### config.mk
export PLATFORM = sky130hd
export DESIGN_NAME = traffic_light_monitor
export DESIGN_NICKNAME = d
export VERILOG_FILES = /design/src/rtl/traffic_light_monitor.sv
export SDC_FILE = /design/constraint.sdc
export NUM_CORES = 1
export LEC_CHECK = 0
export ABC_AREA = 1
export CAP_MARGIN = 15
export CORE_MARGIN = 4
export CORE_UTILIZATION = 57
export DETAILED_ROUTE_END_ITERATION = 8
export HOLD_SLACK_MARGIN = 0.15
export PLACE_DENSITY = 0.83
export SLEW_MARGIN = 20
export SYNTH_ARGS = -nofsm -noshare
export SYNTH_HDL_FRONTEND = slang
export SYNTH_SLANG_ARGS = --single-unit
### constraint.sdc
create_clock -name clk -period 3.3 [get_ports clk]
set_clock_uncertainty 0.05 [all_clocks]
set_input_delay 0.66 -clock clk [delete_from_list [all_inputs] [get_ports clk]]
set_output_delay 0.66 -clock clk [all_outputs]
set_load 0.01 [all_outputs]
### src/rtl/traffic_light_monitor.sv
// Traffic light monitor: watches the lamp drives of a two-way intersection
// controller, tracks the phase sequence and yellow dwell, and latches the
// first violation seen until it is explicitly cleared.
module traffic_light_monitor #(
  parameter int unsigned YEL_MIN = 3,
  parameter int unsigned YEL_MAX = 8
) (
  input  logic       clk,
  input  logic       rst,
  input  logic       NS_Red,
  input  logic       NS_Yellow,
  input  logic       NS_Green,
  input  logic       EW_Red,
  input  logic       EW_Yellow,
  input  logic       EW_Green,
  input  logic       fault_clr,
  output logic       fault,
  output logic [2:0] fault_code,
  output logic [1:0] phase,
  output logic [7:0] cycle_count,
  output logic       locked
);

  typedef enum logic [1:0] {StSync, StTrack, StFault} state_e;

  localparam logic [1:0] PhNsg = 2'd0;
  localparam logic [1:0] PhEwy = 2'd3;

  localparam logic [2:0] CodeNone     = 3'd0;
  localparam logic [2:0] CodeLamp     = 3'd1;
  localparam logic [2:0] CodeConflict = 3'd2;
  localparam logic [2:0] CodeSequence = 3'd3;
  localparam logic [2:0] CodeYelShort = 3'd4;
  localparam logic [2:0] CodeYelLong  = 3'd5;

  localparam logic [7:0] YelMin = YEL_MIN[7:0];
  localparam logic [7:0] YelMax = YEL_MAX[7:0];

  state_e     state_q, state_d;
  logic       fault_q, fault_d;
  logic [2:0] code_q, code_d;
  logic [1:0] phase_q, phase_d;
  logic [7:0] dwell_q, dwell_d;
  logic [7:0] cnt_q, cnt_d;

  logic       lamp_ok;
  logic       legal;
  logic [1:0] dec_phase;
  logic [1:0] phase_adv;
  logic       in_yellow;
  logic [2:0] viol;

  // Sample classification: one lamp per direction, and exactly one direction red.
  always_comb begin
    lamp_ok   = $onehot({NS_Red, NS_Yellow, NS_Green}) && $onehot({EW_Red, EW_Yellow, EW_Green});
    legal     = lamp_ok && (NS_Red ^ EW_Red);
    dec_phase = 2'd3;
    if (NS_Green)       dec_phase = 2'd0;
    else if (NS_Yellow) dec_phase = 2'd1;
    else if (EW_Green)  dec_phase = 2'd2;
    // Phase encoding is ordered so the only legal advance is +1 modulo 4.
    phase_adv = phase_q + 2'd1;
    in_yellow = phase_q[0];
  end

  // Next-state: checks per FSM state, lowest violation code wins.
  always_comb begin
    state_d = state_q;
    fault_d = fault_q;
    code_d  = code_q;
    phase_d = phase_q;
    dwell_d = dwell_q;
    cnt_d   = cnt_q;
    viol    = CodeNone;

    // Phase output follows every legal sample and holds across illegal ones.
    if (legal) phase_d = dec_phase;

    case (state_q)
      StSync: begin
        if (!lamp_ok)    viol = CodeLamp;
        else if (!legal) viol = CodeConflict;
        else begin
          dwell_d = 8'd1;
          state_d = StTrack;
        end
      end
      StTrack: begin
        if (!lamp_ok)    viol = CodeLamp;
        else if (!legal) viol = CodeConflict;
        else if (dec_phase == phase_q) begin
          // Flag overlong yellow on the sample that would push dwell past the limit.
          if (in_yellow && dwell_q >= YelMax) viol = CodeYelLong;
          else if (dwell_q != 8'hff)          dwell_d = dwell_q + 8'd1;
        end else if (dec_phase == phase_adv) begin
          if (in_yellow && dwell_q < YelMin) viol = CodeYelShort;
          else begin
            dwell_d = 8'd1;
            if (phase_q == PhEwy && cnt_q != 8'hff) cnt_d = cnt_q + 8'd1;
          end
        end else begin
          viol = CodeSequence;
        end
      end
      StFault: begin
        // Checks suspended; the sample on the clearing edge is not checked.
        if (fault_clr) begin
          fault_d = 1'b0;
          code_d  = CodeNone;
          state_d = StSync;
        end
      end
      default: state_d = StSync;
    endcase

    if (viol != CodeNone) begin
      fault_d = 1'b1;
      code_d  = viol;
      state_d = StFault;
    end
  end

  // State registers with synchronous reset that discards all history.
  always_ff @(posedge clk) begin
    if (rst) begin
      state_q <= StSync;
      fault_q <= 1'b0;
      code_q  <= CodeNone;
      phase_q <= PhNsg;
      dwell_q <= 8'd0;
      cnt_q   <= 8'd0;
    end else begin
      state_q <= state_d;
      fault_q <= fault_d;
      code_q  <= code_d;
      phase_q <= phase_d;
      dwell_q <= dwell_d;
      cnt_q   <= cnt_d;
    end
  end

  assign fault       = fault_q;
  assign fault_code  = code_q;
  assign phase       = phase_q;
  assign cycle_count = cnt_q;
  assign locked      = (state_q == StTrack);

endmodule

Yosys cells after proc, flatten, opt, wreduce, memory -nomap -nowiden
Index checks and enable logic that the tools add are counted.
- add/sub/neg operators: 7
- magnitude comparators: 2
- equality and inequality tests: 22
- mux-type cells: 33
- bitwise operators: 4
- reductions and logical operators: 16
- operators with widths (kind ; count):
    $mux W8 ; 9
    $mux W3 ; 9
    $add A8 B1 Y8 const B ; 2
    $mux W2 ; 8
    $ne A8 B8 Y1 const B ; 2
    $pmux W8 S2 ; 1
    $ne A3 B3 Y1 const B ; 5
    $reduce_and A9 Y1 ; 1
    $ge A8 B4 Y1 const B ; 1
    $lt A8 B2 Y1 const B ; 1
    $reduce_and A4 Y1 ; 2
    $reduce_and A7 Y1 ; 1
    $eq A2 B1 Y1 const B ; 3
    $ne A2 B1 Y1 const B ; 3
    $ne A2 B2 Y1 const B ; 3
    $pmux W2 S3 ; 1
    $pmux W3 S2 ; 1
    $reduce_bool A2 Y1 ; 3
    $logic_and A1 B1 Y1 ; 5
    $add A1 B1 Y2 ; 2
    $add A2 B1 Y2 ; 2
    $eq A2 B2 Y1 ; 2
    $eq A2 B2 Y1 const B ; 2
    $mux W1 ; 4
    other kinds (9) ; 11
- flip-flop bits (word level): 24
- output and inout bits: 15
- word-level logic and storage cells: 91

Longest topological paths before layout
Gate-level depths: netlist (run 1).
- depth in word-level cells: 12
- mapped depth: 13

Worst setup path after synthesis (run 1)
No wires, ideal clock.
- path kind: in2reg
- start point: input EW_Red
- end point: register cnt_q[4], in the netlist cycle_count[4]
- library setup time: 0.116 ns
- arrival time: 2.152 ns
- data required time: 3.134 ns
- slack: 0.982 ns
- stages: 12
- path buffers: 0
- path through: inv_1 > fa_1 > inv_1 > nand2_1 > nor2_1 > nand3_1 > nor2_2 > nand2_1 > nor2_2 > nand2_1 > o21ai_1 > a21oi_1
- word-level cells in the longest chain between the ends: 5
- elaborated cells on any way between the ends: 6
- classes of those cells: add/sub (1); eq/ne (1); bitwise (1); reduce/logical (3)
- ends and longest elaborated chain (element ; RTL line ; RTL):
    from (decl) ; 13 ; input logic EW_Red,
    $add A2 B1 Y2 (implied by the code) ; 55 ; lamp_ok = $onehot({NS_Red, NS_Yellow, NS_Green}) && $onehot({EW_Red, EW_Yellow, EW_Green});
    $eq A2 B1 Y1 ; 55 ;
    $logic_and A1 B1 Y1 ; 55 ;
    $logic_and A1 B1 Y1 ; 56 ; legal = lamp_ok && (NS_Red ^ EW_Red);
    $reduce_and A7 Y1 (no source line) (*) ; -- ;
    to (signal assigned) ; 138 ; cnt_q <= cnt_d;
    to (decl) ; 44 ; logic [7:0] cnt_q, cnt_d;
Every way passes the cells marked *; elsewhere a longest branch is shown, timed or not.
A chain may end at the register's enable or synchronous reset.

Worst setup path after layout (run 1)
Same ends and word-level chain as after synthesis.

==> qor.csv, run 1 <==
stage;metric;value;unit
die;die height;60.4;um
global_route;Total GRT Usage;21.2;%
setup_path;Critical Path RT;3.47;ns
min_path;hold path startpoint;cycle_count[4];
die;core area;2540;um^2
timing;Worst slew margin;57.4;%
route;Vias/cell;5.27;
die;Die W;60.4;um
timing;Fin. Hold Viols;0;
synthesis;Seq cells post-synth;24;
synthesis;average size of a mapped cell;6.94;um^2
finish;share of cells above drive strength 1;11.1;%
timing;unrepaired setup endpoints after global routing;no;
synthesis;most instantiated cells after synthesis;50 x nand2_1, 34 x inv_1, 24 x dfxtp_1;
min_path;worst hold endpoint;cycle_count[4];
route;DR WL/cell;12.1;um
clock_network;clk sinks;24;
finish;Util after Layout;73.4;%
clock_network;CTS Root Buffer Type;clkbuf_4;
min_path;Worst Hold Class;reg -> reg;
clock_network;worst skew pair latency;0.32;ns
timing;max-slew violation count;0;
synthesis;Synth Warn #;0;
route;antenna viol nets, final;0;
synthesis;ys async rst share;0;%
die;die area;3650;um^2
pwr;Cell Pwr Density;297;nW/um^2
clock_network;maximum buffer depth of the clock tree;2;
pwr;LEAKAGE;0.765;nW
finish;post-layout net count;268;
setup_path;largest fanout on the critical path;6;
synthesis;EDFF count, synth;0;
setup_path;reg-to-reg slack, setup;1.38;ns
synthesis;sequential area share after synthesis;30.6;%
clock_network;htree depth;1;
synthesis;top-count cell post-synth;nand2_1;
synthesis;Synth top area share;30.6;%
timing;Least-Margin Pin Slew;0.636;ns
setup_path;Worst R2R End;cycle_count[4];
die;# rows;18;
route;drt pass-1 iters;4;
synthesis;area of the mapped netlist;1570;um^2
pwr;VDD IR max;306;uV
route;routed wire length;3400;um
timing;final setup fails;0;
synthesis;Yosys cell types;31;
min_path;Worst Hold Depth;2;
place;count of input and output buffers;23;
finish;# diodes;0;
timing;Period minus WS final;2.66;ns
route;# DRC;0;
synthesis;Top FF cell, synth;dfxtp_1;
clock_network;clock slew at reported path FFs;0.12;ns
global_route;largest net degree at the start of global routing;16;
setup_path;Critical R2R Launch;phase[0];
setup_path;Setup crit end kind;flop;
flow_run;max-cap viol count;0;
timing;Max Freq;0.376;GHz
synthesis;Syn Inst Count;226;
pwr;Total Power;555;uW
place;Detail Placement HPWL;2660;um
global_route;global-route wire length before repair;5910;um
die;Initial Util;61.6;%
timing;crit share post-route;80.7;%
setup_path;Setup crit start kind;primary input;
global_route;vias in the first global route;1410;
timing;total negative setup slack;0;ns
clock_network;setup bufs post-CTS;0;
setup_path;r2r worst-path depth;10;
die;I/O pin total;24;
clock_network;clock buffer count from CTS;3;
setup_path;CP Class;in -> reg;
finish;fin area;1870;um^2
clock_network;CTS tree;built;
route;initial drt markers;105;
status;status;finished, final reports clean;
synthesis;area leader, netlist;dfxtp_1;
finish;Fill cells;227;
clock_network;post-cts repair resize count;0;
global_route;antenna violations before repair;0;
route;via count;1485;
setup_path;crit path DAT;2.83;ns
finish;area grow syn2layout;19.2;%
timing;hold_ws;0.420;ns
synthesis;post-synth net total;241;
synthesis;ranking of synthesized cells by area;dfxtp_1 31%, nand2_1 12%, inv_1 8.1%;
place;DP Area;1830;um^2
place;gp weighted congestion;0.831;
global_route;grt ovf;0;
clock_network;hold_buf cts;0;
[worst max path at each step]
stage               startpoint        endpoint  slack [ns]  cells after the start
CTS                     EW_Red  cycle_count[4]        0.64                     13
global route            NS_Red  cycle_count[4]        0.47                     13
finish                  EW_Red  cycle_count[4]        0.64                     13
floorplan               EW_Red  cycle_count[4]        0.98                     12
detailed placement      EW_Red  cycle_count[4]        0.30                     13
global placement        EW_Red  cycle_count[4]        0.38                     13
[state kept, by name (all words and copies together) (netlist names)]
| name | count |
|---|---|
| phase | 2 |
| state_q | 2 |
| fault | 1 |
| fault_code | 3 |
| cycle_count | 8 |
| dwell_q | 8 |
[metrics by stage]
stage,worst slack (ns),std cells
after global routing,0.470,282
after CTS,0.639,282
after floorplan,0.982,226
final,0.637,282
after detailed placement,0.295,278
after global placement,0.377,278
[power by group]
group	internal, mW	total (mW)	switching [mW]
combinational	0.0384	0.0959	0.0575
clock	0.0675	0.156	0.0883
sequential	0.296	0.304	0.00733
[layout make-up]
class | count | area (um^2) | share of cell area, %
multi-input combinational | 164 | 945 | 50.6
sequential | 24 | 480 | 25.7
timing repair buffer | 23 | 230 | 12.3
inverter | 37 | 139 | 7.43
tap | 30 | 37.5 | 2.01
clock buffer | 4 | 36.3 | 1.94
[layer usage]
layer,part of all wire (%),vias up,global-route usage (%)
met4,1.2,0,6.19
met1,46,658,26.4
li1,-,790,-
met5,0,-,0
met2,48,30,36.7
met3,4.4,7,4.68
[logic make-up after synthesis]
logic type,after synthesis,synth area share (%)
AND/OR/NAND/NOR,123,40.7
buffers and inverters,38,9.10
AO/OA/AOI/OAI,31,11.6
flip-flops,24,30.6
adder cells (fa/ha/maj),6,5.75
XOR/XNOR,4,2.24
[critical path: stages]
cell	delay, ns
clkdlybuf4s50_1	0.47
inv_1	0.07
fa_1	0.46
inv_1	0.07
nand2_1	0.05
nor2_1	0.14
nand3_1	0.13
nor2_2	0.19
nand2_1	0.09
nor2_2	0.23
nand2_1	0.10
o21ai_1	0.12
a21oi_1	0.05
[placed cells by master, fill, tap and decap left out, drive strengths merged]
master	Yosys	layout
ha	4	4
nand2	56	56
a211oi	1	1
nand3b	1	1
nand4	6	6
xor2	3	3
o21ai	10	10
o21a	1	1
clkbuf	1	4
a21oi	18	18
nor3	9	9
dfxtp	24	24
nor3b	3	3
clkdlybuf4s50	0	23
xnor2	1	1
nor4	3	3
fa	2	2
o21bai	1	1
nor2	22	22
nand3	23	23
inv	37	37
Note: power is estimated with default switching activity, not from simulation.
==> run 2: changes to the inputs <==
- CORE_UTILIZATION: 57 -> 53
- PLACE_DENSITY: 0.83 -> 0.78
- clock period: 3.3 -> 2.45 ns (I/O delays scaled with it)
==> run 2 against run 1 <==
Clock power grew 86%. Cell count grew 4.6%. Register-to-register slack lost 0.84 ns. First-iteration DRC count grew 27%. Sequential power grew 35%. Critical path depth shrank 10. Clock-buffer cell count shrank 1. Largest power group unchanged. Largest cell class unchanged. Die area grew 6.5%.
==> qor.csv, run 2 (same netlist as run 1, synthesis figures left out) <==
stage;metric;value;unit;change
setup_path;Worst R2R End;state_q[1];;
min_path;hold path startpoint;cycle_count[4];;
clock_network;CTS Root Buffer Type;clkbuf_4;;
finish;share of cells above drive strength 1;19.7;%;+8.6 points
die;# rows;19;;+1
place;count of input and output buffers;23;;unchanged
finish;area grow syn2layout;31.7;%;
timing;Max Freq;0.471;GHz;
clock_network;worst skew pair latency;0.32;ns;about the same
pwr;Cell Pwr Density;410;nW/um^2;+38%
route;DR WL/cell;12.2;um;+1.5%
clock_network;CTS tree;built;;
global_route;Total GRT Usage;18.6;%;-2.6 points
global_route;antenna violations before repair;0;;unchanged
finish;leading cell type in the layout, fill and taps excluded;nand2_1;;
min_path;Worst Hold Depth;2;;unchanged
setup_path;Critical R2R Launch;phase[0];;
die;core area;2780;um^2;+9.3%
clock_network;clock buffer count from CTS;3;;unchanged
setup_path;Setup crit end kind;primary output;;
global_route;global-route wire length before repair;6140;um;+4.0%
die;Die W;62.4;um;+3.2%
place;Detail Placement HPWL;2690;um;+1.1%
timing;total negative setup slack;0;ns;unchanged
timing;Period minus WS final;2.12;ns;
timing;unrepaired setup endpoints after global routing;no;;
global_route;largest net degree at the start of global routing;15;;-1
die;die height;62.4;um;+3.2%
setup_path;largest fanout on the critical path;4;;-2
min_path;worst hold endpoint;cycle_count[4];;
timing;Least-Margin Pin Slew;0.328;ns;-0.309 ns
timing;final setup fails;0;;unchanged
place;gp weighted congestion;0.829;;-0.23%
die;I/O pin total;24;;unchanged
finish;post-layout net count;280;;+4.5%
route;antenna viol nets, final;0;;unchanged
clock_network;clock slew at reported path FFs;0.13;ns;about the same
finish;Fill cells;224;;-1.3%
timing;Worst slew margin;78.0;%;+21 points
setup_path;crit path DAT;1.58;ns;-1.25 ns
finish;# diodes;0;;unchanged
route;drt pass-1 iters;4;;unchanged
status;status;finished, final reports clean;;
setup_path;Setup crit start kind;flop;;
route;# DRC;0;;unchanged
global_route;vias in the first global route;1400;;-0.71%
global_route;grt ovf;0;;unchanged
pwr;LEAKAGE;0.891;nW;+16%
setup_path;CP Class;reg -> out;;
global_route;met3 Usage GRT;4.14;%;-0.54 points
setup_path;r2r worst-path depth;11;;+1
die;Initial Util;56.4;%;-5.2 points
route;routed wire length;3610;um;+6.2%
global_route;M2 GR Usage;29.7;%;-7.1 points
clock_network;maximum buffer depth of the clock tree;2;;unchanged
route;initial drt markers;133;;+27%
route;via count;1553;;+4.6%
timing;Fin. Hold Viols;0;;unchanged
timing;fin worst setup slack;0.326;ns;-0.311 ns
flow_run;max-cap viol count;0;;unchanged
setup_path;Critical Path RT;1.91;ns;-1.56 ns
timing;max-slew violation count;0;;unchanged
min_path;Worst Hold Class;reg -> reg;;
die;die area;3890;um^2;+6.5%
finish;most frequent cells in the layout;47 x nand2_1, 30 x inv_1, 24 x dfxtp_1;;
setup_path;reg-to-reg slack, setup;0.54;ns;-0.84 ns
place;pre-CTS WS;-0.317;ns;-0.612 ns
timing;crit share post-route;86.7;%;
global_route;GRT busiest layer;met2;;
clock_network;hold_buf cts;0;;unchanged
clock_network;clk sinks;24;;unchanged
global_route;met1 GRT Util;25.7;%;-0.76 points
pwr;VDD IR max;527;uV;+72%
route;Vias/cell;5.26;;about the same
clock_network;htree depth;1;;unchanged
==> run 2: cell types whose count changed in the layout (fill, tap and decap cells not counted), moves of 4 or more <==
| cell | delta |
|---|---|
| buf_4 | +10 |
| clkdlybuf4s50_1 | -6 |
| dlymetal6s2s_1 | +6 |
| inv_1 | -4 |
| inv_2 | +4 |
| nor2_2 | -4 |
| nor2_4 | +6 |
==> run 2: layout make-up <==
cell class	instances	area, um^2	share of cell area (%)
timing repair buffer	35	343	16.6
clock buffer	3	22.5	1.09
inverter	37	139	6.73
clock inverter	1	30.0	1.45
multi-input combinational	164	1010	49.0
sequential	24	480	23.3
tap	31	38.8	1.88
==> run 2: power by group <==
group          switching [mW]  internal, mW  total (mW)  leakage (nW)
clock                   0.124         0.165       0.290        0.0279
combinational          0.0880        0.0599       0.148         0.668
sequential            0.00985         0.399       0.409         0.194
total                   0.222         0.624       0.847         0.891
==> run 2: how the worst max path moves through the flow <==
stage | from | endpoint | slack, ns | cells past startpoint
after floorplan | EW_Red | cycle_count[4] | 0.30 | 12
after global placement | EW_Red | cycle_count[0] | -0.27 | 13
after detailed placement | EW_Red | cycle_count[0] | -0.32 | 13
after CTS | EW_Red | cycle_count[0] | 0.02 | 13
after global routing | state_q[0] | locked | 0.27 | 3
final | state_q[0] | locked | 0.33 | 3
==> run 2: critical path, stage by stage, from the launching register on <==
cell and delay, ns:
dfxtp_1 0.41, inv_1 0.15, nor2_8 0.15, clkdlybuf4s50_1 0.55
==> run 2: repair_timing <==
item,4_1_cts,5_1_grt
buffers inserted,0,1
setup endpoints to repair,0,18
resized for setup,0,27
==> run 2: per-layer routing <==
layer / wire (um) / part of all wire [%]
met1: 1630 / 45
met2: 1760 / 49
met3: 180 / 5.0
met4: 40 / 1.1
met5: 0 / 0
==> run 2: stage by stage <==
step	power (mW)	cell area [um^2]	cells	hold WS, ns	util, %
floorplan	0.503	1570	226	0.417	-
global placement	0.552	1920	290	0.401	68.9
detailed placement	0.554	1920	290	0.412	68.9
CTS	0.847	1970	294	0.431	70.8
global route	0.887	2060	295	0.465	74.2
finish	0.847	2060	295	0.431	74.2
==> RTL change: new RTL, config.mk and constraints of run 2 <==
The 3 states of `state_e` get a one-hot encoding in 3 bits.
--- a/src/rtl/traffic_light_monitor.sv
+++ b/src/rtl/traffic_light_monitor.sv
@@ -21,7 +21,7 @@
   output logic       locked
 );
 
-  typedef enum logic [1:0] {StSync, StTrack, StFault} state_e;
+  typedef enum logic [2:0] {StSync = 3'b001, StTrack = 3'b010, StFault = 3'b100} state_e;
 
   localparam logic [1:0] PhNsg = 2'd0;
   localparam logic [1:0] PhEwy = 2'd3;
Check against the original RTL: no difference found for any inputs over 10 cycles, from zero or initial values and one cycle with rst high; not proved beyond that.
==> RTL change against run 2 <==
Cell area shrank 2.2%. Sequential cell count rose by 1. Wire length is 6.9% lower. Worst setup slack lost 0.0020 ns. Synthesized area rose by 1.8%. Critical path type unchanged.
Power is not compared: it rests on default switching activity, and its combinational part moved more than twofold at a synthesized area within 25%.
==> RTL change: results (changes against run 2) <==
Post-synth ARST share 0 (unchanged); first-pass GRT wire length 5950 um (-3.2%); met3 usage 0.0450 (+0.00360); DR pass1 iterations 4 (unchanged); vias in the first global route 1458 (+4.1%); initial antenna violation count 0 (unchanged); Synth cell types 30 (-3.2%); slowest CP cell clkdlybuf4s50_1; CP startpoint state_q[0]$_SDFFE_PP1P_; Post-synth top cells nand2_1, inv_1, dfxtp_1, nor2_1, a21oi_1; layout cells sized above 1 0.167 (-0.0297); Worst Min Path Start dwell_q[3]$_SDFFE_PP0P_; initial DRC count 76 (-43%); maximum vdd ir drop 540 uV; slew at the pin closest to its max-slew limit 0.400 ns (+0.0727 ns); fin nets 285 (+1.8%); Compound-Gate Fraction of Synth Area 0.0973 (-0.0185); worst-case clock buffer depth 2 (unchanged); Critical Path Fanout Max 7 (+3); worst min path class register to register; synth top area cells dfxtp_1, nand2_1, inv_1, a21oi_1, nor2_1; Worst-Skew Late Latency 0.31 ns; global routing met2 resource utilization 0.304 (+0.00772); WHS 0.424 ns (-0.00750 ns); Post-Synth Adder-Cell Area 0.0565 (-0.000992); Vias/cell 5.13 (-2.6%); worst r2r src phase[0]$_SDFFE_PP0P_; met1 GRT Util 0.224 (-0.0331); leak pwr 0.000872 uW; diode count 0 (unchanged); Setup Buffers After CTS 0 (unchanged); Num CTS Buffers 3 (unchanged); multiplexer area fraction after synthesis 0 (unchanged); GRT Util Overall 0.179 (-0.00695); routed length on met2 1630 um (-7.2%); met3 WL 137 um (-24%); Post-Synth XOR/XNOR Area 0.0384 (+0.0161); Arrival @ worst endpoint 1.59 ns; Syn. warnings 0 (unchanged); global placement routability congestion 0.800 (-3.5%); CTS clk-pin slew, worst paths 0.13 ns (about the same); CP peak stage delay 0.58 ns (+0.03 ns); R2R setup slack 0.54 ns (about the same); DR top layer met4; largest net degree at the start of global routing 16 (+1); DRT Wirelength 3360 um (-6.9%); DRT met1 WL 1560 um (-4.4%); H-tree depth 1 (unchanged); post-synthesis sequential area ratio 0.314 (+0.00726); clock root buffer clkbuf_4; # DRC 0 (unchanged); Filler cells 250 (+12%); syn nets 245 (+1.7%); status completed; I/O Buffers 23 (unchanged); hpwl dp 2670 um (-1.0%)
[RTL change: changes by cell type after synthesis, moves of 2 or more]
cell,before,now
nor3_2,0,2
nand3b_1,0,3
nor2_1,16,21
xnor2_1,1,3
nor4_1,3,0
a21oi_2,2,0
a21oi_1,15,20
nor2_2,5,1
nand2_4,2,0
nand2_2,4,8
inv_1,34,31
nand3_1,19,14
nand2_1,50,48
[RTL change: final timing paths]
path,endpoint,cells past startpoint
worst max-delay path,locked,4
worst min-delay path,dwell_q[3]$_SDFFE_PP0P_,2
worst max register to register,fault$_SDFFE_PP0P_,13
worst min register to register,dwell_q[3]$_SDFFE_PP0P_,2
[RTL change: worst max-delay path: cells and delay by family (launching register included)]
family / cells / cell delay [ns]
buffers and inverters: 3 / 0.86
AND/OR/NAND/NOR: 1 / 0.08
flip-flops: 1 / 0.33
[RTL change: layout make-up]
cell class	instances	area share
clock buffer	4	0.0130
inverter	37	0.0713
multi-input combinational	166	0.475
sequential	25	0.248
tap	31	0.0192
timing repair buffer	37	0.174
[RTL change: timing repair]
| item | 4_1_cts | 5_1_grt |
|---|---|---|
| pin swaps | 3 | 8 |
| resized for setup | 0 | 12 |
| hold endpoints to repair | 0 | 0 |
| setup endpoints to repair | 1 | 23 |
[RTL change: power by group]
| part | internal [uW] | total (uW) | switching, uW |
|---|---|---|---|
| Clock | 63.6 | 179 | 115 |
| Combinational | 137 | 341 | 203 |
| Sequential | 447 | 472 | 24.4 |
| Total | 648 | 991 | 343 |
[RTL change: through the flow]
step                utilization  power (uW)  cell area [um2]  cells  worst slack (ns)
global placement          0.699         817             1960    296            -0.287
detailed placement        0.699         820             1960    296            -0.349
CTS                       0.709        1000             1990    300           0.00187
global route              0.719        1070             2020    300             0.219
floorplan                     -         707             1600    230             0.174
finish                    0.719         991             2020    300             0.324
